==> src/rtl/f0_pc_gen.sv <==
// Fetch stage 0: holds the fetch PC and picks the next fetch address.
// Each fetch address is turned into the even/odd cache-line pair that covers
// the fetch window, because the window may straddle a line boundary.
//
// state      | meaning
// -----------+-------------------------------------------------------------
// ST_BUBBLE  | one dead cycle after reset or redirect, nothing presented
// ST_RUN     | fetch block presented; accepted on any cycle without stall
// ST_HALT    | PC has bit 0 set; fetch stops until a redirect arrives
module f0_pc_gen #(
    parameter int                XLEN        = 32,
    parameter int                CLC_WIDTH   = 26,
    parameter int                FETCH_BYTES = 16,
    parameter logic [XLEN-1:0]   RESET_PC    = '0
) (
    input  logic                 clk_i,
    input  logic                 rst_i,
    input  logic                 redirect_valid_i,
    input  logic [XLEN-1:0]      redirect_pc_i,
    input  logic                 bp_valid_i,
    input  logic [XLEN-1:0]      bp_target_i,
    input  logic                 stall_i,
    output logic                 fetch_valid_o,
    output logic [XLEN-1:0]      pc_out_o,
    output logic [CLC_WIDTH-1:0] clc_even_o,
    output logic [CLC_WIDTH-1:0] clc_odd_o,
    output logic                 misalign_o,
    output logic [1:0]           epoch_o
);

    typedef enum logic [1:0] {
        ST_BUBBLE = 2'd0,
        ST_RUN    = 2'd1,
        ST_HALT   = 2'd2
    } state_t;

    localparam logic [XLEN-1:0] FETCH_INC  = XLEN'(FETCH_BYTES);
    localparam logic [XLEN-1:0] FETCH_MASK = ~(FETCH_INC - XLEN'(1));

    state_t          state_q, state_d;
    logic [XLEN-1:0] pc_q, pc_d;
    logic [XLEN-1:0] pend_pc_q, pend_pc_d;
    logic            pend_valid_q, pend_valid_d;
    logic            misalign_q, misalign_d;
    logic [1:0]      epoch_q, epoch_d;

    logic [XLEN-1:0]      seq_pc;
    logic [XLEN-1:0]      target_pc;
    logic [CLC_WIDTH-1:0] line_cur;
    logic [CLC_WIDTH-1:0] line_nxt;

    assign seq_pc   = (pc_q & FETCH_MASK) + FETCH_INC;
    assign line_cur = pc_q[XLEN-1 -: CLC_WIDTH];
    assign line_nxt = line_cur + CLC_WIDTH'(1);

    // Target for an accepted block: a fresh prediction beats one remembered
    // from a stalled cycle, which beats the sequential increment.
    always_comb begin
        target_pc = seq_pc;
        if (bp_valid_i) begin
            target_pc = bp_target_i;
        end else if (pend_valid_q) begin
            target_pc = pend_pc_q;
        end
    end

    // Next-state and next-PC selection; redirect overrides everything.
    always_comb begin
        state_d      = state_q;
        pc_d         = pc_q;
        pend_pc_d    = pend_pc_q;
        pend_valid_d = pend_valid_q;
        misalign_d   = misalign_q;
        epoch_d      = epoch_q;
        if (redirect_valid_i) begin
            pc_d         = redirect_pc_i;
            epoch_d      = epoch_q + 2'd1;
            pend_valid_d = 1'b0;
            misalign_d   = 1'b0;
            state_d      = ST_BUBBLE;
        end else begin
            unique case (state_q)
                ST_BUBBLE: begin
                    if (pc_q[0]) begin
                        state_d    = ST_HALT;
                        misalign_d = 1'b1;
                    end else begin
                        state_d = ST_RUN;
                    end
                end
                ST_RUN: begin
                    if (stall_i) begin
                        if (bp_valid_i) begin
                            pend_valid_d = 1'b1;
                            pend_pc_d    = bp_target_i;
                        end
                    end else begin
                        pc_d         = target_pc;
                        pend_valid_d = 1'b0;
                        if (target_pc[0]) begin
                            state_d    = ST_HALT;
                            misalign_d = 1'b1;
                        end
                    end
                end
                ST_HALT: begin
                    state_d = ST_HALT;
                end
                default: begin
                    state_d = ST_BUBBLE;
                end
            endcase
        end
    end

    // State and PC registers.
    always_ff @(posedge clk_i or posedge rst_i) begin
        if (rst_i) begin
            state_q      <= ST_BUBBLE;
            pc_q         <= RESET_PC;
            pend_pc_q    <= '0;
            pend_valid_q <= 1'b0;
            misalign_q   <= 1'b0;
            epoch_q      <= 2'd0;
        end else begin
            state_q      <= state_d;
            pc_q         <= pc_d;
            pend_pc_q    <= pend_pc_d;
            pend_valid_q <= pend_valid_d;
            misalign_q   <= misalign_d;
            epoch_q      <= epoch_d;
        end
    end

    // Line pair: the even-indexed line always goes to clc_even, whichever of
    // the two the window starts in.
    always_comb begin
        if (line_cur[0]) begin
            clc_odd_o  = line_cur;
            clc_even_o = line_nxt;
        end else begin
            clc_even_o = line_cur;
            clc_odd_o  = line_nxt;
        end
    end

    assign fetch_valid_o = (state_q == ST_RUN);
    assign pc_out_o      = pc_q;
    assign misalign_o    = misalign_q;
    assign epoch_o       = epoch_q;

endmodule
==> config.mk <==
export PLATFORM = sky130hd
export DESIGN_NAME = f0_pc_gen
export DESIGN_NICKNAME = d
export VERILOG_FILES = /design/src/rtl/f0_pc_gen.sv
export SDC_FILE = /design/constraint.sdc
export NUM_CORES = 1
export LEC_CHECK = 0
export ABC_AREA = 1
export BUFFER_PORTS_ARGS = -buffer_cell sky130_fd_sc_hd__buf_4
export CAP_MARGIN = 20
export CELL_PAD_IN_SITES_DETAIL_PLACEMENT = 1
export CELL_PAD_IN_SITES_GLOBAL_PLACEMENT = 1
export CORE_MARGIN = 10
export CORE_UTILIZATION = 37
export DETAILED_ROUTE_END_ITERATION = 7
export PLACE_DENSITY_LB_ADDON = 0.1
export SYNTH_ARGS = -nofsm -noshare
export SYNTH_HDL_FRONTEND = slang
export SYNTH_SLANG_ARGS = --single-unit
==> constraint.sdc <==
create_clock -name clk_i -period 2.64 [get_ports clk_i]
set_clock_uncertainty 0.2 [all_clocks]
set_input_delay 0.132 -clock clk_i [delete_from_list [all_inputs] [get_ports clk_i]]
set_output_delay 0.132 -clock clk_i [all_outputs]
set_load 0.005 [all_outputs]
# Word-level counts from Yosys, hierarchy flattened
# Cells that the tools add are included.
[classes]
eq_ne = 7
bitwise = 1
n_addsub = 3
n_reduce_logical = 8
muxes = 21
[ops]
columns = ["cell", "n"]
rows = [
  ["$mux W32", 5],
  ["$mux W26", 2],
  ["$add A32 B5 Y32 const B", 1],
  ["$add A26 B1 Y26 const B", 1],
  ["$ne A3 B3 Y1 const B", 3],
  ["$mux W1", 8],
  ["$mux W2", 4],
  ["$reduce_and A4 Y1", 2],
  ["$pmux W2 S3", 1],
  ["$reduce_and A2 Y1", 3],
  ["$ne A3 B2 Y1 const B", 1],
  ["$reduce_bool A3 Y1", 1],
  ["$add A2 B1 Y2 const B", 1],
  ["$eq A2 B1 Y1 const B", 1],
  ["$eq A2 B2 Y1 const B", 1],
  ["$logic_not A2 Y1", 1],
  ["$ne A2 B2 Y1 const B", 1],
  ["$pmux W1 S2", 1],
  ["$reduce_bool A2 Y1", 1],
  ["$not A1 Y1", 1],
]
[totals]
word_cells = 46
input_bits = 69
output_inout_bits = 88
register_bits = 70

# Longest topological paths before layout
# Gate-level depths: netlist of the first run.
[depth]
word_depth = 7
mapped_depth = 11
ltp_nobuf = 11

# Worst setup path after synthesis of the first run
# Ideal clock, no wire load.
[synth_path]
kind = "reg-to-output"
startpoint = "reg pc_q[7] (netlist: pc_out_o[7])"
endpoint = "out clc_odd_o[14]"
slack_ns = 0.783
n_path_buf = 0
path_stages_with_launch = 9
arrival_time_ns = 1.525
required_time_ns = 2.308
cell_sequence = "dfrtp_1 ha_1 inv_1 nor2_4 nand2_1 nor2_2 xor2_1 nand2_1 o21ai_0"
[synth_via]
elab_chain_len = 2
[synth_rtl]
columns = ["element", "line_no", "rtl"]
rows = [
  ["start: declaration", "41", "logic [XLEN-1:0] pc_q, pc_d;"],
  ["start signal: assignment", "127", "pc_q <= pc_d;"],
  ["$add A26 B1 Y26", "54", "assign line_nxt = line_cur + CLC_WIDTH'(1);"],
  ["$mux W26", "138", "if (line_cur[0]) begin"],
  ["end: declaration", "26", "output logic [CLC_WIDTH-1:0] clc_odd_o,"],
]
# Every way passes these cells.

# Worst setup path after layout of the first run
[layout_path]
startpoint = "reg pc_q[7] (netlist: pc_out_o[7])"
endpoint = "out clc_even_o[18]"
[layout_via]
elab_chain_len = 2
[layout_rtl]
columns = ["element", "line_no", "rtl"]
rows = [
  ["$add A26 B1 Y26", "54", ""],
  ["$mux W26", "138", ""],
  ["end: declaration", "25", "output logic [CLC_WIDTH-1:0] clc_even_o,"],
]
# Every way passes these cells.

==> summary.txt, run 1 <==
Status: finished, final reports clean
H-Tree Level Count: 3
Final slew viol count: 0
Worst-path maximum fanout: 6
Least-Margin Pin Slew: 0.6297 ns
Max cap viols: 0
Sequential Power Share: 31.0%
Antenna violations before repair: 1
DPL Wire Length: 15.15 mm
Worst Hold Launch: redirect_valid_i
Dominant cell type by area after synthesis: dfrtp_1
Cells along the critical path: ha_2 -> inv_1 -> nor2_4 -> nand2_2 -> nor2_1 -> nand2_1 -> xor2_2 -> nand2_1 -> o21ai_0 -> buf_4
Slew HR: 58.02%
Post-synthesis net count: 789
CP endpoint kind: output port
Critical path class: register to output port
Crit start category: register
Core Box Area: 13930 sq um
Layout net count: 983
P_int: 3.727 mW
Postcts setup bufs: 0
Final setup fails: 0
Most frequent cells in the layout: nand2_1 (199), buf_4 (167), nor2_1 (72)
Post-Route WL: 21.36 mm
First-pass GRT wire length: 34.78 mm
Sw frac: 40.04%
DIE WIDTH: 139.5 microns
RSZ-0062 raised after global routing: false
Number of flops mapped to enable cells by yosys: 0
Die height: 139.5 microns
Sequential area share after synthesis: 33.18%
Die area: 19450 sq um
Critical R2R Launch: pc_out_o[4]
Routed vias/inst: 5.139
Sink Count: 70
Synth top area cells: dfrtp_1 (33%), nand2_1 (14%), mux2_4 (6.5%)
Logic pwr share: 47.2%
Worst-path clk slew: 0.06 ns
Average wire per standard cell: 19.53 microns
DRT Pass-1 Iters: 6
Syn Inst Count: 714
Leak pwr: 3.647 nW
Initial DRC count: 240
Cell mode on critical path: nand2_1
Final Hold Slack: 0.07751 ns
# rows: 43
Layout area overhead: 41.73%
Critical path arrival: 2.16 ns
Port Buf Inserts: 154
Worst R2R Path Depth: 10
YS warnings: 0
Share of layout cells above drive strength 1: 29.03%
Gpl congestion: 0.9014
Overflow after GRT: 0
Clock Tree Buf Depth: 2
Vias in the first global route: 6210
Clock Latency Late Sink: 0.35 ns
Hold endpoint: misalign_o
Share of the synthesized area in the top cell type: 33.18%
Fmax: 0.4019 GHz
Initial Util: 37.89%
Hold Violations, Final: 0
Pwr Density: 830.7 nW/um^2
Reg2Reg Capture Point: pc_out_o[28]
Syn avg cell area: 7.395 sq um
Antenna viol nets, final: 0
Root buffer cell: clkbuf_16
Flop2flop setup slack: 0.48 ns
Async S/R FF share, synth: 100.0%
Total Routing Usage GR: 21.78%
Hold path cells: 2
Critical path's largest stage delay: 0.44 ns
Register bit count reported by yosys: 70
Hold Path Class: input pin to register
Cell variety after synth: 42
Final period utilization: 94.26%
Clock share of power: 21.8%
Worst vdd ir: 417.7 uV
TritonCTS clock tree: done
Largest net degree at the start of global routing: 38
Cell Area, Synth: 5280 sq um
Total number of vias: 5622
Critical-path top delay cell: dfrtp_2
CP required: 2.31 ns
Min Tclk post-route: 2.488 ns
Setup_tns: 0 ns
Ports: 157
DR DRC count: 0
Prevailing post-synth register cell: dfrtp_1
CTS Buf Count: 9
Net Sw Power: 2.489 mW
Commonest non-fill, non-tap cell in the layout: nand2_1
## layer usage
metal	routed length, microns	track usage [%]	up-vias
met1	9305	27.20	2781
met3	1101	5.240	18
li1	-	-	2679
met5	0	0	-
met4	206	4.887	0
met2	10750	36.95	144
## cells in the mapped netlist, drive strengths merged, types with 6 or more instances
library cell,n
clkbuf,24
mux2,29
nand3,45
o22ai,6
ha,6
nor2,97
o21ai,54
a221oi,18
dfrtp,70
a21oi,20
xor2,23
inv,59
buf,24
nand2,214
## kinds of logic after synthesis
family          synth area share [%]
simple gates                   31.66
mux                            7.820
other cells                   0.1422
buf+inv                        9.313
xor+xnor                       4.313
fa+ha+maj                      1.422
flops                          33.18
compound gates                 12.16
## flip-flops by register name, summed over array words and instances (netlist names)
register,count
pend_pc_q,32
pend_valid_q,1
epoch_o,2
state_q,2
misalign_o,1
pc_out_o,32
## final cells by class
type | count | area, sq um
fillers | 1705 | 6451
multi-input cells | 534 | 3049
repair buffers | 232 | 1904
flip-flops and latches | 70 | 1754
clock buffers | 12 | 246.5
inverters | 61 | 231.5
well taps | 180 | 225.2
clock inverters | 4 | 70.07
diodes | 1 | 2.502
## stage by stage
| stage | total power [mW] | instances | worst slack, ns | utilization, % | area (sq um) |
|---|---|---|---|---|---|
| global route | 6.667 | 1094 | 0.006265 | 53.70 | 7483 |
| CTS | 6.221 | 1093 | 0.005874 | 53.59 | 7467 |
| floorplan | 3.356 | 714 | 0.5398 | - | 5280 |
| finish | 6.217 | 1094 | 0.1517 | 53.70 | 7483 |
| global placement | 4.667 | 1012 | 0.5131 | 46.64 | 6499 |
| detailed placement | 4.780 | 1012 | 0.3415 | 46.64 | 6499 |
## repair_timing
| action | in CTS | in global routing |
|---|---|---|
| setup endpoints to repair | 2 | 8 |
| gates resized for setup | 1 | 4 |
| pin swaps | 0 | 0 |
| endpoints found under the hold margin | 86 | 0 |
| hold buffers | 65 | 0 |
## critical path: cells and delay by family, from the launching register on
kind            cells  cell delay (ns)
flops               1             0.44
simple gates        5             0.63
compound gates      1             0.09
xor+xnor            1             0.17
buf+inv             2             0.23
fa+ha+maj           1             0.25
## worst max path at each step
stage | startpoint | to | slack [ns] | cells after the start
final | pc_out_o[7] | clc_even_o[18] | 0.15 | 10
after global routing | pc_out_o[7] | clc_even_o[18] | 0.006 | 10
after CTS | pc_out_o[7] | clc_even_o[18] | 0.006 | 10
after detailed placement | pc_out_o[7] | clc_even_o[18] | 0.34 | 10
after global placement | pc_out_o[7] | clc_odd_o[14] | 0.51 | 9
after floorplan | rst_i | epoch_o[0] | 0.54 | 1
## power by group through the flow
stage / clock network, mW / registers, mW / logic [mW]
global placement: 0 / 1.90 / 2.77
global route: 1.42 / 1.98 / 3.27
floorplan: 0 / 1.74 / 1.62
detailed placement: 0 / 1.92 / 2.86
finish: 1.36 / 1.92 / 2.94
CTS: 1.36 / 1.91 / 2.95
Note: power is estimated with default switching activity, not from simulation.
==> inputs of run 2 (changes only) <==
==> constraint.sdc (replaced) <==
create_clock -name clk_i -period 2.64 [get_ports clk_i]
set_clock_uncertainty 0.2 [all_clocks]
set_input_delay 0.264 -clock clk_i [delete_from_list [all_inputs] [get_ports clk_i]]
set_output_delay 0.264 -clock clk_i [all_outputs]
set_load 0.005 [all_outputs]
==> run 2 against run 1 <==
Sequential share of layout area increased by 0.84 points. First-iteration DRC count increased by 6.7%. Worst setup slack worse by 0.046 ns. Largest power group unchanged. Critical path type unchanged. Sequential cell count unchanged. Via count shrank 2.1%. Global-route usage down 1.1 points. Sequential power about the same. Hold slack lost 0.068 ns. Register-to-register slack lost 0.06 ns.
==> summary.txt, run 2 (synthesized netlist as in run 1, its figures left out) <==
Status: finished, final reports clean (unchanged)
Critical-path top delay cell: dfrtp_1 (was dfrtp_2)
Final setup fails: 0 (unchanged)
Fmax: 0.3945 GHz (was 0.4019 GHz)
Worst-path maximum fanout: 7 (was 6)
Pwr Density: 857.9 nW/um^2 (was 830.7 nW/um^2)
Logic pwr share: 48.0% (was 47.2%)
Crit start category: register (unchanged)
Core Box Area: 13930 sq um (unchanged)
CP required: 2.18 ns (was 2.31 ns)
Worst vdd ir: 399.6 uV (was 417.7 uV)
P_int: 3.743 mW (was 3.727 mW)
Die height: 139.5 microns (unchanged)
DIE WIDTH: 139.5 microns (unchanged)
Port Buf Inserts: 154 (unchanged)
Commonest non-fill, non-tap cell in the layout: nand2_1 (unchanged)
Layout net count: 959 (was 983)
Sink Count: 70 (unchanged)
Total number of vias: 5506 (was 5622)
Most frequent cells in the layout: nand2_1 (199), buf_4 (172), nor2_1 (71) (was nand2_1 (199), buf_4 (167), nor2_1 (72))
Clock share of power: 21.4% (was 21.8%)
Hold Violations, Final: 0 (unchanged)
Initial DRC count: 256 (was 240)
Antenna violations before repair: 0 (was 1)
Slew HR: 58.72% (was 58.02%)
Worst-path clk slew: 0.06 ns (about the same)
Critical path class: register to output port (unchanged)
Overflow after GRT: 0 (unchanged)
RSZ-0062 raised after global routing: true (was false)
Final period utilization: 96.01% (was 94.26%)
Leak pwr: 3.563 nW (was 3.647 nW)
DPL Wire Length: 14.99 mm (was 15.15 mm)
Final slew viol count: 0 (unchanged)
Flop2flop setup slack: 0.42 ns (was 0.48 ns)
Max cap viols: 0 (unchanged)
Post-layout util: 52.19% (was 53.70%)
Routed vias/inst: 5.151 (was 5.139)
CP endpoint kind: output port (unchanged)
Largest net degree at the start of global routing: 71 (was 38)
Critical path's largest stage delay: 0.55 ns (was 0.44 ns)
H-Tree Level Count: 3 (unchanged)
TritonCTS clock tree: done (unchanged)
Net Sw Power: 2.496 mW (was 2.489 mW)
Antenna viol nets, final: 0 (unchanged)
Root buffer cell: clkbuf_16 (unchanged)
Diodes inserted: 0 (was 1)
Final Hold Slack: 0.009473 ns (was 0.07751 ns)
Least-Margin Pin Slew: 0.6192 ns (was 0.6297 ns)
Cell mode on critical path: nand2_1 (unchanged)
First-pass GRT wire length: 33.04 mm (was 34.78 mm)
Hold Path Class: input pin to register (unchanged)
Placed cell count: 1012 (unchanged)
Gpl congestion: 0.8499 (was 0.9014)
Die area: 19450 sq um (unchanged)
Critical path arrival: 2.07 ns (was 2.16 ns)
Sw frac: 40.00% (was 40.04%)
Total Routing Usage GR: 20.64% (was 21.78%)
Average wire per standard cell: 19.15 microns (was 19.53 microns)
Ports: 157 (unchanged)
Vias in the first global route: 6037 (was 6210)
DR DRC count: 0 (unchanged)
Layout area overhead: 37.73% (was 41.73%)
Worst R2R Path Depth: 10 (unchanged)
Pwr Total: 6.239 mW (was 6.217 mW)
Clock Latency Late Sink: 0.35 ns (about the same)
CTS Buf Count: 9 (unchanged)
Pre-CTS setup slack: 0.2912 ns (was 0.3415 ns)
Min Tclk post-route: 2.535 ns (was 2.488 ns)
Sequential Power Share: 30.6% (was 31.0%)
DRT Pass-1 Iters: 4 (was 6)
Cells along the critical path: nand2_2 -> inv_1 -> nand2_1 -> nor3_2 -> nand2_1 -> nor2_1 -> nand2_1 -> xor2_1 -> buf_4 (was ha_2 -> inv_1 -> nor2_4 -> nand2_2 -> nor2_1 -> nand2_1 -> xor2_2 -> nand2_1 -> o21ai_0 -> buf_4)
Final std cells w/o fill: 1069 (was 1094)
# rows: 43 (unchanged)
Clock Tree Buf Depth: 2 (unchanged)
Final setup margin: 0.1053 ns (was 0.1517 ns)
Initial Util: 37.89% (unchanged)
Hold path cells: 3 (was 2)
Post-Route WL: 20.47 mm (was 21.36 mm)
Share of layout cells above drive strength 1: 31.72% (was 29.03%)
## run 2: final timing paths
kind	startpoint	end
max reg2reg	pc_out_o[4]	pc_out_o[28]
min reg2reg	pend_pc_q[9]	pend_pc_q[9]
min in group asynchronous	rst_i	pend_pc_q[26]
max in group asynchronous	rst_i	pc_out_o[12]
min	redirect_pc_i[4]	pc_out_o[4]
max	pc_out_o[10]	clc_even_o[19]
## run 2: metal layers
metal	vias to the layer above	global-route usage, %	routed length (microns)
li1	2640	-	-
met1	2704	25.79	9008
met2	136	34.56	10020
met3	26	4.219	1024
met4	0	6.809	417
met5	-	0	0
## run 2: timing repair
| action | 4_1_cts | 5_1_grt |
|---|---|---|
| hold buffers | 34 | 0 |
| pin swaps | 0 | 1 |
| hold endpoints to repair | 103 | 0 |
| endpoints found under the setup margin | 11 | 19 |
| setup buffers | 0 | 7 |
| gates resized for setup | 4 | 13 |
## run 2: critical path, delay by kind of cell (launching register included)
| kind | cells | cell delay [ns] |
|---|---|---|
| XOR/XNOR | 1 | 0.15 |
| buffers and inverters | 2 | 0.23 |
| flip-flops | 1 | 0.55 |
| AND/OR/NAND/NOR | 6 | 0.79 |
## run 2: layout make-up
type / count / area [sq um]
Inverter: 61 / 231.5
Clock buffer: 10 / 229.0
Fill cell: 1731 / 6663
Multi-Input combinational cell: 534 / 3063
Tap cell: 180 / 225.2
Clock inverter: 6 / 86.33
Sequential cell: 70 / 1765
Timing Repair Buffer: 208 / 1672
## run 2: per-stage QoR
stage / TNS, ns / cell area (sq um)
after floorplan: 0 / 5280
after global placement: 0 / 6524
after detailed placement: 0 / 6524
after CTS: 0 / 7189
after global routing: -0.009734 / 7272
final: 0 / 7272
## run 2: power groups by stage
| stage | Combinational [mW] | Sequential (mW) | Clock (mW) |
|---|---|---|---|
| after CTS | 2.95 | 1.90 | 1.35 |
| after global placement | 2.81 | 1.87 | 0 |
| after floorplan | 1.62 | 1.74 | 0 |
| final | 3.00 | 1.91 | 1.33 |
| after global routing | 3.33 | 1.96 | 1.39 |
| after detailed placement | 2.90 | 1.91 | 0 |
==> inputs of run 3 (changes only) <==
- CORE_MARGIN: 10 -> 5
==> run 3 against run 2 <==
Global-route usage up 2.1 points. Non-clock buffer count down 8. Combinational power down 4%. Maximum frequency down 0.42%. Hold slack better by 0.0084 ns. Register-to-register slack better by 0.02 ns. Final area down 1.3%. Power down 3.1%. Largest cell class unchanged. Highest routed layer unchanged.
==> summary.txt, run 3 (synthesized netlist as in run 1, its figures left out) <==
Die height: 129.5 microns (was 139.5 microns)
Sequential Area: 1760 sq um (was 1765 sq um)
DRT Pass-1 Iters: 4 (unchanged)
Placed cell count: 1010 (was 1012)
Final slew viol count: 0 (unchanged)
Sink Count: 70 (unchanged)
DIE WIDTH: 129.5 microns (was 139.5 microns)
Hold Violations, Final: 0 (unchanged)
Layout net count: 951 (was 959)
CP required: 2.18 ns (about the same)
Least-Margin Pin Slew: 0.6192 ns (about the same)
Pwr Total: 6.048 mW (was 6.239 mW)
H-Tree Level Count: 3 (unchanged)
Total Routing Usage GR: 22.69% (was 20.64%)
Gpl congestion: 0.8332 (was 0.8499)
Average wire per standard cell: 17.87 microns (was 19.15 microns)
Routed vias/inst: 5.090 (was 5.151)
Worst-path maximum fanout: 6 (was 7)
RSZ-0062 raised after global routing: true (unchanged)
Total number of vias: 5401 (was 5506)
Final std cells w/o fill: 1061 (was 1069)
First-pass GRT wire length: 30.08 mm (was 33.04 mm)
Fmax: 0.3929 GHz (was 0.3945 GHz)
Layout area overhead: 35.92% (was 37.73%)
DR DRC count: 0 (unchanged)
Largest net degree at the start of global routing: 48 (was 71)
Pwr Density: 842.7 nW/um^2 (was 857.9 nW/um^2)
Overflow after GRT: 0 (unchanged)
DPL Wire Length: 14.05 mm (was 14.99 mm)
Number of fill cells: 1752 (was 1731)
Root buffer cell: clkbuf_16 (unchanged)
Diodes inserted: 0 (unchanged)
CP endpoint kind: output port (unchanged)
Slew HR: 58.72% (about the same)
Post-Route WL: 18.96 mm (was 20.47 mm)
Clock Tree Buf Depth: 2 (unchanged)
Final setup fails: 0 (unchanged)
Most frequent cells in the layout: nand2_1 (199), buf_4 (166), nor2_1 (71) (was nand2_1 (199), buf_4 (172), nor2_1 (71))
Critical path arrival: 2.08 ns (was 2.07 ns)
Share of layout cells above drive strength 1: 30.87% (was 31.72%)
Die area: 16760 sq um (was 19450 sq um)
CTS Buf Count: 9 (unchanged)
Crit start category: register (unchanged)
Port Buf Inserts: 154 (unchanged)
Worst-path clk slew: 0.06 ns (about the same)
Core Box Area: 13930 sq um (unchanged)
Hold Path Class: input pin to register (unchanged)
Antenna violations before repair: 0 (unchanged)
Commonest non-fill, non-tap cell in the layout: nand2_1 (unchanged)
Clock Latency Late Sink: 0.34 ns (was 0.35 ns)
Ports: 157 (unchanged)
# rows: 43 (unchanged)
Critical path class: register to output port (unchanged)
Antenna viol nets, final: 0 (unchanged)
Initial Util: 37.89% (unchanged)
Cell area after layout: 7177 sq um (was 7272 sq um)
Worst vdd ir: 334.1 uV (was 399.6 uV)
Status: finished, final reports clean (unchanged)
Initial DRC count: 313 (was 256)
Max cap viols: 0 (unchanged)
Placement Cell Area: 6496 sq um (was 6524 sq um)
Final period utilization: 96.41% (was 96.01%)
TritonCTS clock tree: done (unchanged)
Vias in the first global route: 5744 (was 6037)
Min Tclk post-route: 2.545 ns (was 2.535 ns)
Multi-input gate area: 3062 sq um (was 3063 sq um)
Leak pwr: 3.499 nW (was 3.563 nW)
## run 3: metal layers
layer | GRT usage [%] | vias up | part of all wire (%)
li1 | - | 2615 | -
met4 | 5.746 | 0 | 1.6
met1 | 30.90 | 2627 | 45
met5 | 0 | - | 0
met2 | 37.56 | 137 | 48
met3 | 3.957 | 22 | 5.2
## run 3: final cells by class
| cell class | count | area share [%] |
|---|---|---|
| Clock buffer | 11 | 3.382 |
| Timing Repair Buffer | 200 | 22.25 |
| Inverter | 61 | 3.225 |
| Tap cell | 180 | 3.138 |
| Sequential cell | 70 | 24.53 |
| Clock inverter | 5 | 0.8194 |
| Multi-Input combinational cell | 534 | 42.66 |
## run 3: timing repair
item / in CTS / in global routing
hold buffers: 33 / 0
resized for setup: 4 / 8
endpoints found under the hold margin: 102 / 0
setup buffers: 0 / 2
setup endpoints to repair: 11 / 15
## run 3: power breakdown
part	switching [mW]	internal [mW]	total, mW	leakage (nW)
clock network	0.486	0.758	1.24	0.142
registers	0.466	1.44	1.91	0.832
logic	1.46	1.43	2.89	2.53
## run 3: through the flow
step                hold slack (ns)  utilization (%)   TNS (ns)  setup slack, ns
floorplan                    0.1952                -          0           0.4078
global placement             0.1758            46.62          0           0.3815
detailed placement           0.1899            46.62          0           0.2647
CTS                        0.005148            51.21          0          0.03520
global route                0.04435            51.50  -0.001140        -0.001140
finish                      0.01789            51.50          0          0.09471
## run 3: critical path, stage by stage (launching register included)
cell     delay [ns]
dfrtp_1        0.48
nand2_2        0.15
inv_1          0.12
nand2_1        0.09
nor3_2         0.22
nand2_1        0.08
nor2_1         0.20
nand2_1        0.10
xor2_1         0.16
buf_4          0.14
## run 3: path summary, 6_finish.rpt
check	from	to	slack, ns	cells after the start
max in group asynchronous	rst_i	pc_out_o[10]	1.35	4
min in group asynchronous	rst_i	pend_pc_q[21]	0.37	4
hold reg to reg	pend_pc_q[9]	pend_pc_q[9]	0.29	2
setup / recovery	pc_out_o[11]	clc_even_o[19]	0.09	9
hold / removal	redirect_pc_i[4]	pc_out_o[4]	0.02	3
setup reg to reg	pc_out_o[4]	pc_out_o[28]	0.44	10
